$ cat config.mk
export PLATFORM = sky130hd
export DESIGN_NAME = latch_stage
export DESIGN_NICKNAME = d
export VERILOG_FILES = /design/src/rtl/latch_stage.sv
export SDC_FILE = /design/constraint.sdc
export NUM_CORES = 1
export LEC_CHECK = 0
export ABC_AREA = 1
export CAP_MARGIN = 20
export CORE_UTILIZATION = 38
export CTS_CLUSTER_SIZE = 10
export DETAILED_ROUTE_END_ITERATION = 7
export GPL_ROUTABILITY_DRIVEN = 0
export PLACE_DENSITY_LB_ADDON = 0.08
export SLEW_MARGIN = 0
export SYNTH_ARGS = -nofsm -noshare
export SYNTH_HDL_FRONTEND = slang
export SYNTH_SLANG_ARGS = --single-unit
$ cat constraint.sdc
create_clock -name clock -period 8.4 [get_ports clock]
set_clock_uncertainty 0.15 [all_clocks]
set_input_delay 1.26 -clock clock [delete_from_list [all_inputs] [get_ports clock]]
set_output_delay 1.26 -clock clock [all_outputs]
set_load 0.03 [all_outputs]
$ cat src/rtl/latch_stage.sv
// -----------------------------------------------------------------------------
// latch_stage
//
// Generic pipeline-stage register for the MIPS core. One instance sits on each
// stage boundary (IF/ID, ID/EX, EX/MEM, MEM/WB) and carries LANES independent
// write channels (enable + address + data) plus a stage-valid bit across it.
// The stage obeys the core stall vector: its own bit is stall[STAGE] and the
// downstream bit is stall[STAGE+1] (treated as not-stalled for the last stage).
//
// Optional feature, selected by the macro LATCH_STALL_COUNTER_EN:
//   defined     -> stall_cycles port and a 16-bit saturating hold counter exist
//   not defined -> no stall_cycles port and no counter logic
//
// Parameters:
//   LANES        number of write channels (default 3: GPR, HI, LO)
//   LANE_WIDTH   data bits per lane
//   ADDR_WIDTH   address bits per lane
//   STALL_WIDTH  width of the core stall vector
//   STAGE        index of this stage's bit in the stall vector (0..STALL_WIDTH-1)
//
// Ports:
//   clock         core clock, all state changes on the rising edge
//   reset         synchronous active-high reset
//   stall         core stall vector (1 = stall enabled)
//   flush         synchronous kill of the stage contents
//   in_valid      upstream stage holds a real instruction
//   in_enable     per-lane write enables, bit k = lane k
//   in_address    lane k at [k*ADDR_WIDTH +: ADDR_WIDTH]
//   in_data       lane k at [k*LANE_WIDTH +: LANE_WIDTH]
//   out_valid     registered in_valid
//   out_enable    registered enables
//   out_address   registered addresses
//   out_data      registered data
//   stall_cycles  saturating count of consecutive held cycles (optional)
//
// Flow control: out_valid marks that the stage holds a real instruction. There
// is no ready signal; back-pressure arrives only through the stall vector, and
// a held word keeps out_valid and its payload stable until the stage is
// released, flushed or reset.
// -----------------------------------------------------------------------------
module latch_stage #(
    parameter int LANES       = 3,
    parameter int LANE_WIDTH  = 32,
    parameter int ADDR_WIDTH  = 5,
    parameter int STALL_WIDTH = 6,
    parameter int STAGE       = 4
) (
    input  logic                          clock,
    input  logic                          reset,
    input  logic [STALL_WIDTH-1:0]        stall,
    input  logic                          flush,
    input  logic                          in_valid,
    input  logic [LANES-1:0]              in_enable,
    input  logic [LANES*ADDR_WIDTH-1:0]   in_address,
    input  logic [LANES*LANE_WIDTH-1:0]   in_data,
    output logic                          out_valid,
    output logic [LANES-1:0]              out_enable,
    output logic [LANES*ADDR_WIDTH-1:0]   out_address,
    output logic [LANES*LANE_WIDTH-1:0]   out_data
`ifdef LATCH_STALL_COUNTER_EN
    ,
    output logic [15:0]                   stall_cycles
`endif
);

    localparam logic STALL_ENABLE  = 1'b1;
    localparam logic STALL_DISABLE = 1'b0;

    // Per-edge action, decoded in strict priority order.
    typedef enum logic [2:0] {
        ACT_RESET   = 3'd0,
        ACT_FLUSH   = 3'd1,
        ACT_BUBBLE  = 3'd2,
        ACT_CAPTURE = 3'd3,
        ACT_HOLD    = 3'd4
    } action_t;

    logic    s_own;
    logic    s_next;
    action_t action;

    assign s_own = stall[STAGE];

    // The last stage has no downstream stall bit; it behaves as if the next
    // stage were always free, so a stall on it turns into a bubble.
    generate
        if (STAGE < STALL_WIDTH - 1) begin : g_mid_stage
            assign s_next = stall[STAGE+1];
        end else begin : g_last_stage
            assign s_next = STALL_DISABLE;
        end
    endgenerate

    // Only two bits of the stall vector matter to this stage; the rest are
    // folded here so they are visibly consumed.
    logic stall_unused;
    assign stall_unused = ^stall;

    always_comb begin
        action = ACT_CAPTURE;
        if (reset) begin
            action = ACT_RESET;
        end else if (flush) begin
            action = ACT_FLUSH;
        end else if (s_own == STALL_ENABLE && s_next == STALL_DISABLE) begin
            action = ACT_BUBBLE;
        end else if (s_own == STALL_DISABLE) begin
            action = ACT_CAPTURE;
        end else begin
            action = ACT_HOLD;
        end
    end

    // Stage register. Reset, flush and bubble all produce the same cleared
    // word; hold simply leaves the registers alone.
    always_ff @(posedge clock) begin
        case (action)
            ACT_CAPTURE: begin
                // Captured as-is: enables are not masked by in_valid.
                out_valid   <= in_valid;
                out_enable  <= in_enable;
                out_address <= in_address;
                out_data    <= in_data;
            end
            ACT_HOLD: begin
                out_valid   <= out_valid;
                out_enable  <= out_enable;
                out_address <= out_address;
                out_data    <= out_data;
            end
            default: begin
                out_valid   <= 1'b0;
                out_enable  <= '0;
                out_address <= '0;
                out_data    <= '0;
            end
        endcase
    end

`ifdef LATCH_STALL_COUNTER_EN
    // Counts consecutive held edges; pins at all-ones instead of wrapping so a
    // very long stall never reads back as a short one.
    always_ff @(posedge clock) begin
        if (action == ACT_HOLD) begin
            if (stall_cycles != 16'hFFFF) begin
                stall_cycles <= stall_cycles + 16'd1;
            end
        end else begin
            stall_cycles <= 16'd0;
        end
    end
`endif

endmodule

==> metrics.md, run 1 <==
| Metric | Value |
|---|---|
| DP Worst Slack | 4.46 ns |
| Synth Instances | between 300 and 400 |
| Largest family of logic cells by synthesized area | simple AND/OR/NAND/NOR gates |
| Simple-gate share of the synthesized area | 17.1% |
| H-tree depth | 4 |
| Largest net degree at the start of global routing | 78 |
| Mapped Nets | about 490 |
| Area taken by multi-input logic gates | between 800 and 900 um2 |
| P&R area growth vs syn | 62.7% |
| FF+latch area | between 0.003 and 0.004 mm2 |
| Post-synthesis xor/xnor area fraction | 0% |
| Worst setup EP type | flip-flop |
| First-pass GRT wire length | roughly 16000 um |
| FP Rows | 40 |
| Crit Path Category | primary input to flip-flop |
| Clk buf depth | 2 |
| DP Area | ~0.0073 mm2 |
| Clock transition at the registers of the reported paths | approximately 0.05 ns |
| Setup TNS | 0 ns |
| Setup violators final | 0 |
| Iteration-0 DRC Markers | approximately 180 |
| Area of the core | between 0.01 and 0.015 mm2 |
| Die area | 0.0132 mm2 |
| Clk pwr share | between 40% and 50% |
| Drt via density | 3.99 |
| Cell Count, Final, Fillers Out | between 700 and 800 |
| Power per cell area | ~200 mW/mm2 |
| Synth Warn # | 0 |
| Antenna Diode Count | 0 |
| Placed insts | roughly 750 |
| Final nets | around 730 |
| Minimum clock period | 3.51 ns |
| Die Ht | 115 um |
| Final period utilization | 41.8% |
| Post-CTS setup buffers | 0 |
| Leakage Power | 3.38 nW |
| Sequential area share after synthesis | 71.5% |
| EDFF count, synth | about 120 |
| Synth Area in Compound Gates | 0% |
| Vias in the first global route | roughly 3100 |
| Final Util | approximately 64% |
| Synth Cell Area | between 0.004 and 0.005 mm2 |
| CP Max Fanout | 77 |
| Drt first pass iters | 4 |
| Final Cell Area | around 0.0079 mm2 |
| Metal3 WL | roughly 1200 um |
| # DRC | 0 |
| Primary FF master, synth | edfxtp_1 |
| Post-synthesis mux area share | 0% |
| Pint | approximately 0.0012 W |
| Synthesis-stage register bit count | 115 |
| Fmax | about 280 MHz |
| Post-DP HPWL | roughly 7500 um |
| Slew @ Worst Pin | 0.984 ns |
| CTS tree | done |
| Max_cap viols | 0 |
| Routed wire length | 10500 um |
| Async SR Flop Fraction | 0% |
| Synth top area share | a little under three quarters |
| Total GRT Usage | 16.8% |
| Post-synth top area cell | edfxtp_1 |
| Reg power frac | ~43% |
| Slew HR | 34.4% |
| Layout fillers | just over 1000 |
| Final Hold Viols | 0 |
| Top-count cell post-synth | inv_1 |
| CTS Root Cell | clkbuf_16 |
| M1 wire length | roughly 4000 um |
| Syn Area/Cell | 13.4 um2 |
| Top post-synthesis cells by count | inv_1 (116), edfxtp_1 (115), nor2_1 (65) |
| Comb power frac | about 14% |
| IO Count | 239 |
| Yosys cell types | 10 |
| Switch Pwr | approximately 0.00036 W |
| Slew Limit Fails | 0 |
| Via Count | 3131 |
| Post-CTS Resized | 0 |
| Area contributors post-synth | edfxtp_1 (72%), nor2_4 (12%), inv_1 (9.0%) |
| Cts bufs inserted | 17 |
| Post-route antenna net violation count | 0 |
| Port bufs | between 200 and 250 |
| WL/cell | 13.4 um |
| Critical path required time | between 8 and 9 ns |
| Routed wl met2 | approximately 5200 um |
| Share of layout cells above drive strength 1 | around an eighth |
| Clk sinks | about 120 |
| Status | finished, final reports clean |
| Starting Density | approximately 40% |
| Die width | 115 um |
| Hold-fix buffers at CTS | 0 |
| Final setup margin | approximately 4.9 ns |
| CP Data Arrival Time | between 3 and 4 ns |
| Switching share of power | 23.0% |
| Post-synthesis adder-cell area fraction | 0% |
| Critical Path Start Type | primary input |
| Unrepaired setup endpoints after global routing | false |
| Worst vdd ir | 0.0000974 V |
| Uppermost layer routed | met4 |
| Initial antenna violation count | 0 |
| GRT Residual Overflow | 0 |
| Worst min path class | primary input to flip-flop |
[final timing paths]
kind	startpoint	to	cells past startpoint
min	in_data[90]	out_data[90]$_SDFFCE_PP0P_	3
max	stall[4]	out_data[89]$_SDFFCE_PP0P_	5
[power by group through the flow]
stage	clock network [W]	logic (W)	registers, W
4_1_cts	0.000682	0.000220	0.000667
2_1_floorplan	0	0.0000423	0.000740
3_5_place_dp	0	0.000219	0.000678
3_3_place_gp	0	0.000217	0.000677
6_report	0.000667	0.000217	0.000667
5_1_grt	0.000709	0.000230	0.000669
[sequential cells by signal (all words and copies together) (netlist names)]
name	flops
out_address	15
out_data	96
out_enable	3
out_valid	1
[stage by stage]
| stage | hold slack (ns) | total power, W |
|---|---|---|
| 3_5_place_dp | 1.76 | 0.000897 |
| 6_report | 1.36 | 0.00155 |
| 3_3_place_gp | 1.76 | 0.000894 |
| 4_1_cts | 1.33 | 0.00157 |
| 2_1_floorplan | 1.32 | 0.000782 |
| 5_1_grt | 1.35 | 0.00161 |
[cells in the final DEF (no fill, tap or decap), types with 3 or more instances in the layout]
cell type        synthesis  routed
clkinv_2                 0       3
inv_1                  116     116
clkinvlp_4               0       3
nor2_4                  50      50
clkbuf_16                0      17
nor2_1                  65      65
clkbuf_1                 0       3
clkdlybuf4s50_1          0     234
edfxtp_1               115     115
[routing by layer]
layer	global-route usage, %	vias to the layer above
met3	8.43	9
met4	6.75	0
met5	0	-
met2	27.8	149
li1	-	1571
met1	18.4	1402
[critical path, cell delays in order]
cell,delay [ns]
clkdlybuf4s50_1,0.53
inv_1,0.12
nand2_8,0.50
buf_4,0.87
nor2_1,0.09
[kinds of logic after synthesis]
group | after synthesis
buf+inv | 128
flops | 115
simple gates | 118
[final cells by class]
| class | instances | share of cell area, % |
|---|---|---|
| Inverter | 116 | 5.54 |
| Clock inverter | 11 | 1.45 |
| Sequential cell | 115 | 43.9 |
| Timing Repair Buffer | 236 | 30.0 |
| Multi-Input combinational cell | 118 | 10.8 |
| Clock buffer | 20 | 5.56 |
| Tap cell | 168 | 2.68 |
No activity file was read; power rests on OpenSTA's default activity.
==> run 2, diff against run 1 <==
--- a/config.mk
+++ b/config.mk
@@ -7,7 +7,7 @@
 export LEC_CHECK = 0
 export ABC_AREA = 1
 export CAP_MARGIN = 20
-export CORE_UTILIZATION = 38
+export CORE_UTILIZATION = 37
 export CTS_CLUSTER_SIZE = 10
 export DETAILED_ROUTE_END_ITERATION = 7
 export GPL_ROUTABILITY_DRIVEN = 0
==> constraint.sdc (replaced) <==
create_clock -name clock -period 3 [get_ports clock]
set_clock_uncertainty 0.15 [all_clocks]
set_input_delay 0.45 -clock clock [delete_from_list [all_inputs] [get_ports clock]]
set_output_delay 0.45 -clock clock [all_outputs]
set_load 0.03 [all_outputs]
==> run 2 against run 1 <==
Compared with the run above:
- combinational power rose to 2.8 times the previous value
- final cell count is 1.3% higher
- wire length fell by 0.36%
- via count is 2.6% higher
- setup slack lost 3.9 ns
- critical path type is now flip-flop to output port
- clock-buffer cell count up 1
- largest power group unchanged
==> metrics.md, run 2 (synthesis results as in run 1) <==
| Metric | Value |
|---|---|
| Status | finished, final reports clean (unchanged) |
| Clk buf depth | 2 (unchanged) |
| CTS Root Cell | clkbuf_16 (unchanged) |
| Reg with most FFs | out_data (unchanged) |
| Post-CTS setup buffers | 0 (unchanged) |
| Die area | 0.0135 mm2 (was 0.0132 mm2) |
| Worst setup EP type | output port (was flip-flop) |
| Total GRT Usage | 15.6% (was 16.8%) |
| Critical path required time | 2.40 ns (was 8.35 ns) |
| Minimum clock period | roughly 2 ns |
| Crit path max-delay family | buffers and inverters (unchanged) |
| Antenna Diode Count | 0 (unchanged) |
| WL/cell | 13.2 um (was 13.4 um) |
| # DRC | 0 (unchanged) |
| Critical Path Start Type | flip-flop (was primary input) |
| Leakage Power | 3.42 nW (was 3.38 nW) |
| IO Count | 239 (unchanged) |
| Die Ht | 116 um (was 115 um) |
| Drt first pass iters | 4 (unchanged) |
| Post-route antenna net violation count | 0 (unchanged) |
| Clock transition at the registers of the reported paths | 0.05 ns (about the same) |
| Final Hold Viols | 0 (unchanged) |
| Largest register FFs | 96 (unchanged) |
| Layout fillers | 1038 (was 1013) |
| CP Data Arrival Time | 1.43 ns (was 3.46 ns) |
| Hold path startpoint | in_data[2] (was in_data[90]) |
| Fmax | just under 500 MHz |
| Post-CTS Resized | 0 (unchanged) |
| Initial antenna violation count | 0 (unchanged) |
| Worst vdd ir | 0.000382 V (was 0.0000974 V) |
| Starting Density | 38.1% (was 39.5%) |
| Largest regs | out_data (96), out_address (15), out_enable (3) (unchanged) |
| Cts bufs inserted | 17 (unchanged) |
| First-pass GRT wire length | 15200 um (was 16200 um) |
| GRT met1 Usage | 15.0% (was 18.4%) |
| Setup TNS | 0 ns (unchanged) |
| Routed wire length | 10500 um (about the same) |
| Most frequent cells in the layout | clkdlybuf4s50_1 (234), inv_1 (116), edfxtp_1 (115), nor2_1 (65), nor2_4 (50) (unchanged) |
| DP Area | 0.00742 mm2 (was 0.00731 mm2) |
| Final Cell Area | 0.00790 mm2 (was 0.00786 mm2) |
| Port bufs | 234 (unchanged) |
| Clk sinks | 115 (unchanged) |
| Final nets | 734 (was 728) |
| Hold-fix buffers at CTS | 0 (unchanged) |
| FP Rows | 41 (was 40) |
| Placed insts | 763 (was 753) |
| Share of layout cells above drive strength 1 | 13.3% (was 13.1%) |
| Drt via density | 4.05 (was 3.99) |
| Area taken by multi-input logic gates | 851 um2 (unchanged) |
| CTS tree | done (unchanged) |
| GRT Residual Overflow | 0 (unchanged) |
| FF+latch area | 0.00345 mm2 (unchanged) |
| Slew Limit Fails | 0 (unchanged) |
| Max_cap viols | 0 (unchanged) |
| Slew HR | 68.8% (was 34.4%) |
| Crit Path Category | flip-flop to output port (was primary input to flip-flop) |
| CP Max Fanout | 1 (was 77) |
| Post-DP HPWL | 7530 um (was 7540 um) |
| Commonest non-fill, non-tap cell in the layout | clkdlybuf4s50_1 (unchanged) |
| Slew @ Worst Pin | 0.467 ns (was 0.984 ns) |
| Setup violators final | 0 (unchanged) |
| Crit path from | out_data[42]$_SDFFCE_PP0P_ (was stall[4]) |
| Die width | 116 um (was 115 um) |
| Cells along the critical path | clkdlybuf4s50_1 (was clkdlybuf4s50_1, inv_1, nand2_8, buf_4, nor2_1) |
| GR Util met3 | 8.25% (was 8.43%) |
| Worst min path class | primary input to flip-flop (unchanged) |
| H-tree depth | 4 (unchanged) |
| Largest net degree at the start of global routing | 59 (was 78) |
| WHS | 0.540 ns (was 1.36 ns) |
| Via Count | 3213 (was 3131) |
| Final period utilization | 67.7% |
| Cell Count, Final, Fillers Out | 794 (was 784) |
| GRT busiest layer | met2 (unchanged) |
| Unrepaired setup endpoints after global routing | false (unchanged) |
| Iteration-0 DRC Markers | 199 (was 183) |
| Power per cell area | 524 mW/mm2 (was 197 mW/mm2) |
| Global routing met2 resource utilization | 26.4% (was 27.8%) |
| Buf+Inv Stages, Crit Path | 1 (was 3) |
| Crit-path slowest cell | clkdlybuf4s50_1 (was buf_4) |
| Vias in the first global route | 3155 (was 3086) |
| CP max stage delay | 0.71 ns (was 0.87 ns) |
| Area of the core | 0.0127 mm2 (was 0.0122 mm2) |
| P&R area growth vs syn | 63.7% (was 62.7%) |
==> run 2: changes by cell type in the layout (fill, tap and decap cells not counted) <==
cell        before  now
clkinv_4         1    0
bufinv_16        2    0
clkinvlp_4       3    0
clkinv_1         2    5
clkinv_2         3    5
clkbuf_1         3    4
buf_12           0    5
buf_4            2    3
==> run 2: worst paths after layout <==
kind	endpoint	slack, ns	cells past startpoint
setup / recovery	out_data[42]	0.97	1
hold / removal	out_data[2]$_SDFFCE_PP0P_	0.54	3
==> run 2: cell type report <==
type                    count  area share, %
well taps                 172           2.72
inverters                 116           5.51
repair buffers            242           31.2
multi-input cells         118           10.8
clock buffers              21           5.57
flip-flops and latches    115           43.7
clock inverters            10          0.554
==> run 2: power breakdown <==
part | internal, W | switching [W] | total (W)
Sequential | 0.00185 | 0.0000202 | 0.00187
Combinational | 0.000300 | 0.000317 | 0.000618
Clock | 0.00102 | 0.000635 | 0.00166
Total | 0.00317 | 0.000972 | 0.00414
==> run 2: stage by stage <==
step	total power [W]	worst slack, ns	util [%]
detailed placement	0.00252	0.697	58.6
CTS	0.00419	0.942	62.4
global placement	0.00251	0.747	58.6
global route	0.00429	0.907	62.4
finish	0.00414	0.970	62.4
floorplan	0.00219	0.753	-
==> run 2: metal layers <==
layer  vias up  part of all wire [%]
li1       1582                     -
met1      1446                    36
met2       159                    49
met3        26                    11
met4         0                   3.4
met5         -                     0
==> run 3, diff against run 2 <==
==> constraint.sdc (replaced) <==
create_clock -name clock -period 1.7 [get_ports clock]
set_clock_uncertainty 0.15 [all_clocks]
set_input_delay 0.255 -clock clock [delete_from_list [all_inputs] [get_ports clock]]
set_output_delay 0.255 -clock clock [all_outputs]
set_load 0.03 [all_outputs]
==> run 3 against run 2 <==
Compared with the run above:
- clock-buffer cell count increased by 1
- combinational power is 63% higher
- hold slack worse by 0.20 ns
- sequential share of layout area grew 0.15 points
- critical path depth is the same
- power is 78% higher
- wire length decreased by 0.17%
- clock power rose by 86%
- sequential power increased by 76%
- largest power group unchanged
- via count is 0.68% higher
- utilization fell by 0.21 points
- final cell count up 0.63%
==> metrics.md, run 3 (synthesis results as in run 1) <==
| Metric | Value |
|---|---|
| Status | finished, final reports clean (unchanged) |
| WL/cell | 13.1 um (was 13.2 um) |
| Die Ht | 116 um (unchanged) |
| Crit Path Category | flip-flop to output port (unchanged) |
| Most frequent cells in the layout | clkdlybuf4s50_1 (119), inv_1 (116), edfxtp_1 (115), dlygate4sd2_1 (115), nor2_1 (65) (was clkdlybuf4s50_1 (234), inv_1 (116), edfxtp_1 (115), nor2_1 (65), nor2_4 (50)) |
| Port bufs | 234 (unchanged) |
| Starting Density | 38.1% (unchanged) |
| Largest net degree at the start of global routing | 40 (was 59) |
| Worst setup EP type | output port (unchanged) |
| H-tree depth | 4 (unchanged) |
| Slew @ Worst Pin | 0.359 ns (was 0.467 ns) |
| CP Data Arrival Time | 1.17 ns (was 1.43 ns) |
| Critical Path Start Type | flip-flop (unchanged) |
| Vias in the first global route | 3157 (was 3155) |
| Commonest non-fill, non-tap cell in the layout | clkdlybuf4s50_1 (unchanged) |
| FF+latch area | 0.00345 mm2 (unchanged) |
| Buf+Inv Stages, Crit Path | 1 (unchanged) |
| Layout fillers | 1106 (was 1038) |
| GRT Residual Overflow | 0 (unchanged) |
| Setup violators final | 0 (unchanged) |
| Share of layout cells above drive strength 1 | 14.0% (was 13.3%) |
| Post-route antenna net violation count | 0 (unchanged) |
| DP Worst Slack | -0.0485 ns (was 0.697 ns) |
| Final period utilization | ~90% |
| Die area | 0.0135 mm2 (unchanged) |
| CP Max Fanout | 1 (unchanged) |
| Final nets | 739 (was 734) |
| Post-CTS Resized | 115 (was 0) |
| Critical path required time | 1.29 ns (was 2.40 ns) |
| Max_cap viols | 0 (unchanged) |
| Hold-fix buffers at CTS | 0 (unchanged) |
| Clk sinks | 115 (unchanged) |
| Slew HR | 76.2% (was 68.8%) |
| FP Rows | 41 (unchanged) |
| CTS Root Cell | clkbuf_16 (unchanged) |
| Die width | 116 um (unchanged) |
| Area taken by multi-input logic gates | 856 um2 (was 851 um2) |
| Clock transition at the registers of the reported paths | 0.05 ns (about the same) |
| # DRC | 0 (unchanged) |
| Fmax | about 630 MHz |
| First-pass GRT wire length | 15400 um (was 15200 um) |
| Cts bufs inserted | 17 (unchanged) |
| Slew Limit Fails | 0 (unchanged) |
| Leakage Power | 3.94 nW (was 3.42 nW) |
| Iteration-0 DRC Markers | 185 (was 199) |
| Total GRT Usage | 15.9% (was 15.6%) |
| Largest regs | out_data (96), out_address (15), out_enable (3) (unchanged) |
| IO Count | 239 (unchanged) |
| Post-CTS setup buffers | 0 (unchanged) |
| Cells along the critical path | dlygate4sd2_1 (was clkdlybuf4s50_1) |
| Clk buf depth | 2 (unchanged) |
| Power per cell area | 937 mW/mm2 (was 524 mW/mm2) |
| Largest register FFs | 96 (unchanged) |
| Crit-path slowest cell | edfxtp_1 (was clkdlybuf4s50_1) |
| Crit path max-delay family | flip-flops (was buffers and inverters) |
| Initial antenna violation count | 0 (unchanged) |
| Worst vdd ir | 0.000430 V (was 0.000382 V) |
| Antenna Diode Count | 0 (unchanged) |
| Minimum clock period | 1.58 ns |
| CTS tree | done (unchanged) |
| P&R area growth vs syn | 63.1% (was 63.7%) |
| Drt first pass iters | 4 (unchanged) |
| Final setup margin | 0.123 ns (was 0.970 ns) |
| Area of the core | 0.0127 mm2 (unchanged) |
| CP max stage delay | 0.40 ns (was 0.71 ns) |
| Routed wire length | 10500 um (about the same) |
| WHS | 0.343 ns (was 0.540 ns) |
| Drt via density | 4.05 (about the same) |
| Reg with most FFs | out_data (unchanged) |
| Post-DP HPWL | 7760 um (was 7530 um) |
| Final Hold Viols | 0 (unchanged) |
| Unrepaired setup endpoints after global routing | false (unchanged) |
| Via Count | 3235 (was 3213) |
| Worst min path class | primary input to flip-flop (unchanged) |
[run 3: cell count changes in the layout (fill, tap and decap cells not counted), sizes merged]
| cell | change |
|---|---|
| clkdlybuf4s50 | -115 |
| clkinv | -2 |
| dlygate4sd2 | +115 |
| bufinv | +1 |
| clkbuf | +1 |
| buf | +5 |
[run 3: cell type report]
type,count,area share [%]
Sequential cell,115,43.8
Timing Repair Buffer,247,30.6
Multi-Input combinational cell,118,10.9
Clock buffer,22,5.64
Inverter,116,5.53
Tap cell,172,2.73
Clock inverter,9,0.826
[run 3: layer usage]
layer  vias up  wire length [um]  GRT usage [%]
met5         -                 0              0
met4         0               298           9.06
met3        22              1110           7.42
met2       148              5320           27.2
met1      1470              3720           15.9
li1       1595                 -              -
[run 3: where the power goes]
part           switching (W)  total [W]  internal [W]  leakage (nW)
Sequential         0.0000301    0.00329       0.00326          1.36
Combinational       0.000563    0.00101      0.000446          2.33
Clock                0.00112    0.00308       0.00196         0.251
[run 3: worst paths after layout]
check | end | slack (ns) | start | cells after the start
worst min-delay path | out_data[20]$_SDFFCE_PP0P_ | 0.34 | in_data[20] | 3
worst max-delay path | out_data[34] | 0.12 | out_data[34]$_SDFFCE_PP0P_ | 1
[run 3: metrics by stage]
step | util (%) | TNS (ns) | cells | total power, W | cell area [um2]
5_1_grt | 62.2 | 0 | 799 | 0.00765 | 7880
3_5_place_dp | 59.3 | -4.54 | 768 | 0.00446 | 7510
4_1_cts | 62.2 | 0 | 799 | 0.00746 | 7880
2_1_floorplan | - | -34.93 | 361 | 0.00386 | 4850
3_3_place_gp | 59.3 | -3.15 | 768 | 0.00445 | 7510
6_report | 62.2 | 0 | 799 | 0.00738 | 7880
==> RTL change, RTL diff (settings of run 3) <==
`ADDR_WIDTH`: 5 -> 3.
--- a/src/rtl/latch_stage.sv
+++ b/src/rtl/latch_stage.sv
@@ -41,7 +41,7 @@
 module latch_stage #(
     parameter int LANES       = 3,
     parameter int LANE_WIDTH  = 32,
-    parameter int ADDR_WIDTH  = 5,
+    parameter int ADDR_WIDTH  = 3,
     parameter int STALL_WIDTH = 6,
     parameter int STAGE       = 4
 ) (
Interface: changed (resized in_address and out_address); port bits go from 239 to 227. No check against the original RTL was run, so the function may have changed too.
==> RTL change against run 3 <==
  * Design area fell by 13%
  * Combinational power fell by 12%
  * Sequential cell count down 6
  * Final cell count decreased by 10%
  * Non-clock buffer count shrank 14
  * Worst setup slack better by 0.065 ns
  * Total power is 21% lower
  * Routed wire length shrank 8.6%
  * Area after synthesis fell by 13%
  * Count of clock-buffer cells in the layout decreased by 13
  * Critical endpoint is now out_data[54]
  * Largest cell class unchanged
  * Highest routed layer unchanged
==> RTL change: results (changes against run 3) <==
- Outcome: finished clean
- Post-synth cell types: 8 (-2)
- Largest net degree at the start of global routing: 31 (-23%)
- DP HPWL: 7.16 mm (-7.7%)
- Synth area leaders: edfxtp_1 78%, inv_1 9.8%, nor2_1 8.8%
- Post-Syn Nets: 460 (-5.2%)
- Final Hold Vio Count: 0 (unchanged)
- Pre-CTS setup slack: -0.0417 ns (+0.00683 ns)
- Commonest cells in the netlist: 110 x inv_1, 109 x edfxtp_1, 99 x nor2_1
- Slew headroom: 76.3% (+0.11 points)
- Top Registers: out_data x96, out_address x9, out_enable x3
- First-pass GRT wire length: 14.2 mm (-8.2%)
- EDFF count, synth: 109 (-5.2%)
- Pleak: 3.62 nW (-8.3%)
- # fillers: 956 (-14%)
- YS warnings: 0 (unchanged)
- Nets: 693 (-6.2%)
- Worst-path clk slew: 0.07 ns (+0.02 ns)
- # resized after CTS: 109 (-5.2%)
- Min Hold Slack: 0.405 ns (+0.0616 ns)
- Min cycle time layout: 1.51 ns (-0.0647 ns)
- CTS root buffer: clkbuf_16
- Net Sw Power: 1.39 mW (-19%)
- Tot GR Track Use: 16.3% (+0.40 points)
- Vias in the first global route: 2853 (-9.6%)
- CTS buffer count: 9 (-8)
- WL final: 9.56 mm (-8.6%)
- H-tree depth: 3 (-1)
- Register area share after synthesis: 77.8% (+6.3 points)
- Fraction of layout cells with a size suffix above 1: 6.56% (-7.5 points)
- Starting DRC count in detailed routing: 110 (-41%)
- Peak VDD IR: 0.437 mV (+1.6%)
- WP data arrival: 1.11 ns (-0.06 ns)
- Buffers on Ports: 222 (-5.1%)
- Avg Vias per Cell: 4.13 (+1.9%)
## RTL change: path summary, 6_finish.rpt
kind / to / start
setup / recovery: out_data[54] / out_data[54]
hold / removal: out_data[3] / in_data[3]
## RTL change: tightest hold or removal path: cells and delay by family
family	cells	cell delay, ns
AND/OR/NAND/NOR	1	0.03
buffers and inverters	2	0.44
## RTL change: per-layer routing
metal	vias to the layer above	share of wire [%]	GRT usage [%]	wire (µm)
met5	-	0	0	0
li1	1489	-	-	-
met2	138	49	27.3	4650
met1	1323	37	17.6	3510
met4	0	2.5	8.69	236
met3	17	12	6.58	1160
## RTL change: stage by stage
stage	power [mW]	setup TNS [ns]	instances	instance area [µm²]
6_report	5.84	0	719	6860
5_1_grt	6.04	0	719	6860
4_1_cts	5.90	0	719	6860
3_5_place_dp	4.16	-1.32	704	6740
3_3_place_gp	4.14	-2.16	704	6740
2_1_floorplan	3.58	-26.60	342	4220
## RTL change: logic make-up after synthesis
family	after synthesis	synth area share [%]
buffers and inverters	121	11.4
and+or+nand+nor	112	10.7
DFF	109	77.8
## RTL change: power by group through the flow
stage	clock [mW]	sequential (mW)	combinational [mW]
final	1.85	3.11	0.884
after CTS	1.89	3.11	0.895
after detailed placement	0	3.18	0.982
after global placement	0	3.17	0.975
after global routing	1.98	3.12	0.942
after floorplan	0	3.46	0.127
## RTL change: layout make-up
| class | instances | area, µm² | area share [%] |
|---|---|---|---|
| Sequential cell | 109 | 3270 | 47.7 |
| Timing Repair Buffer | 233 | 2270 | 33.1 |
| Multi-Input combinational cell | 112 | 474 | 6.91 |
| Inverter | 110 | 413 | 6.02 |
| Clock buffer | 9 | 225 | 3.28 |
| Tap cell | 140 | 175 | 2.55 |
| Clock inverter | 6 | 31.3 | 0.456 |
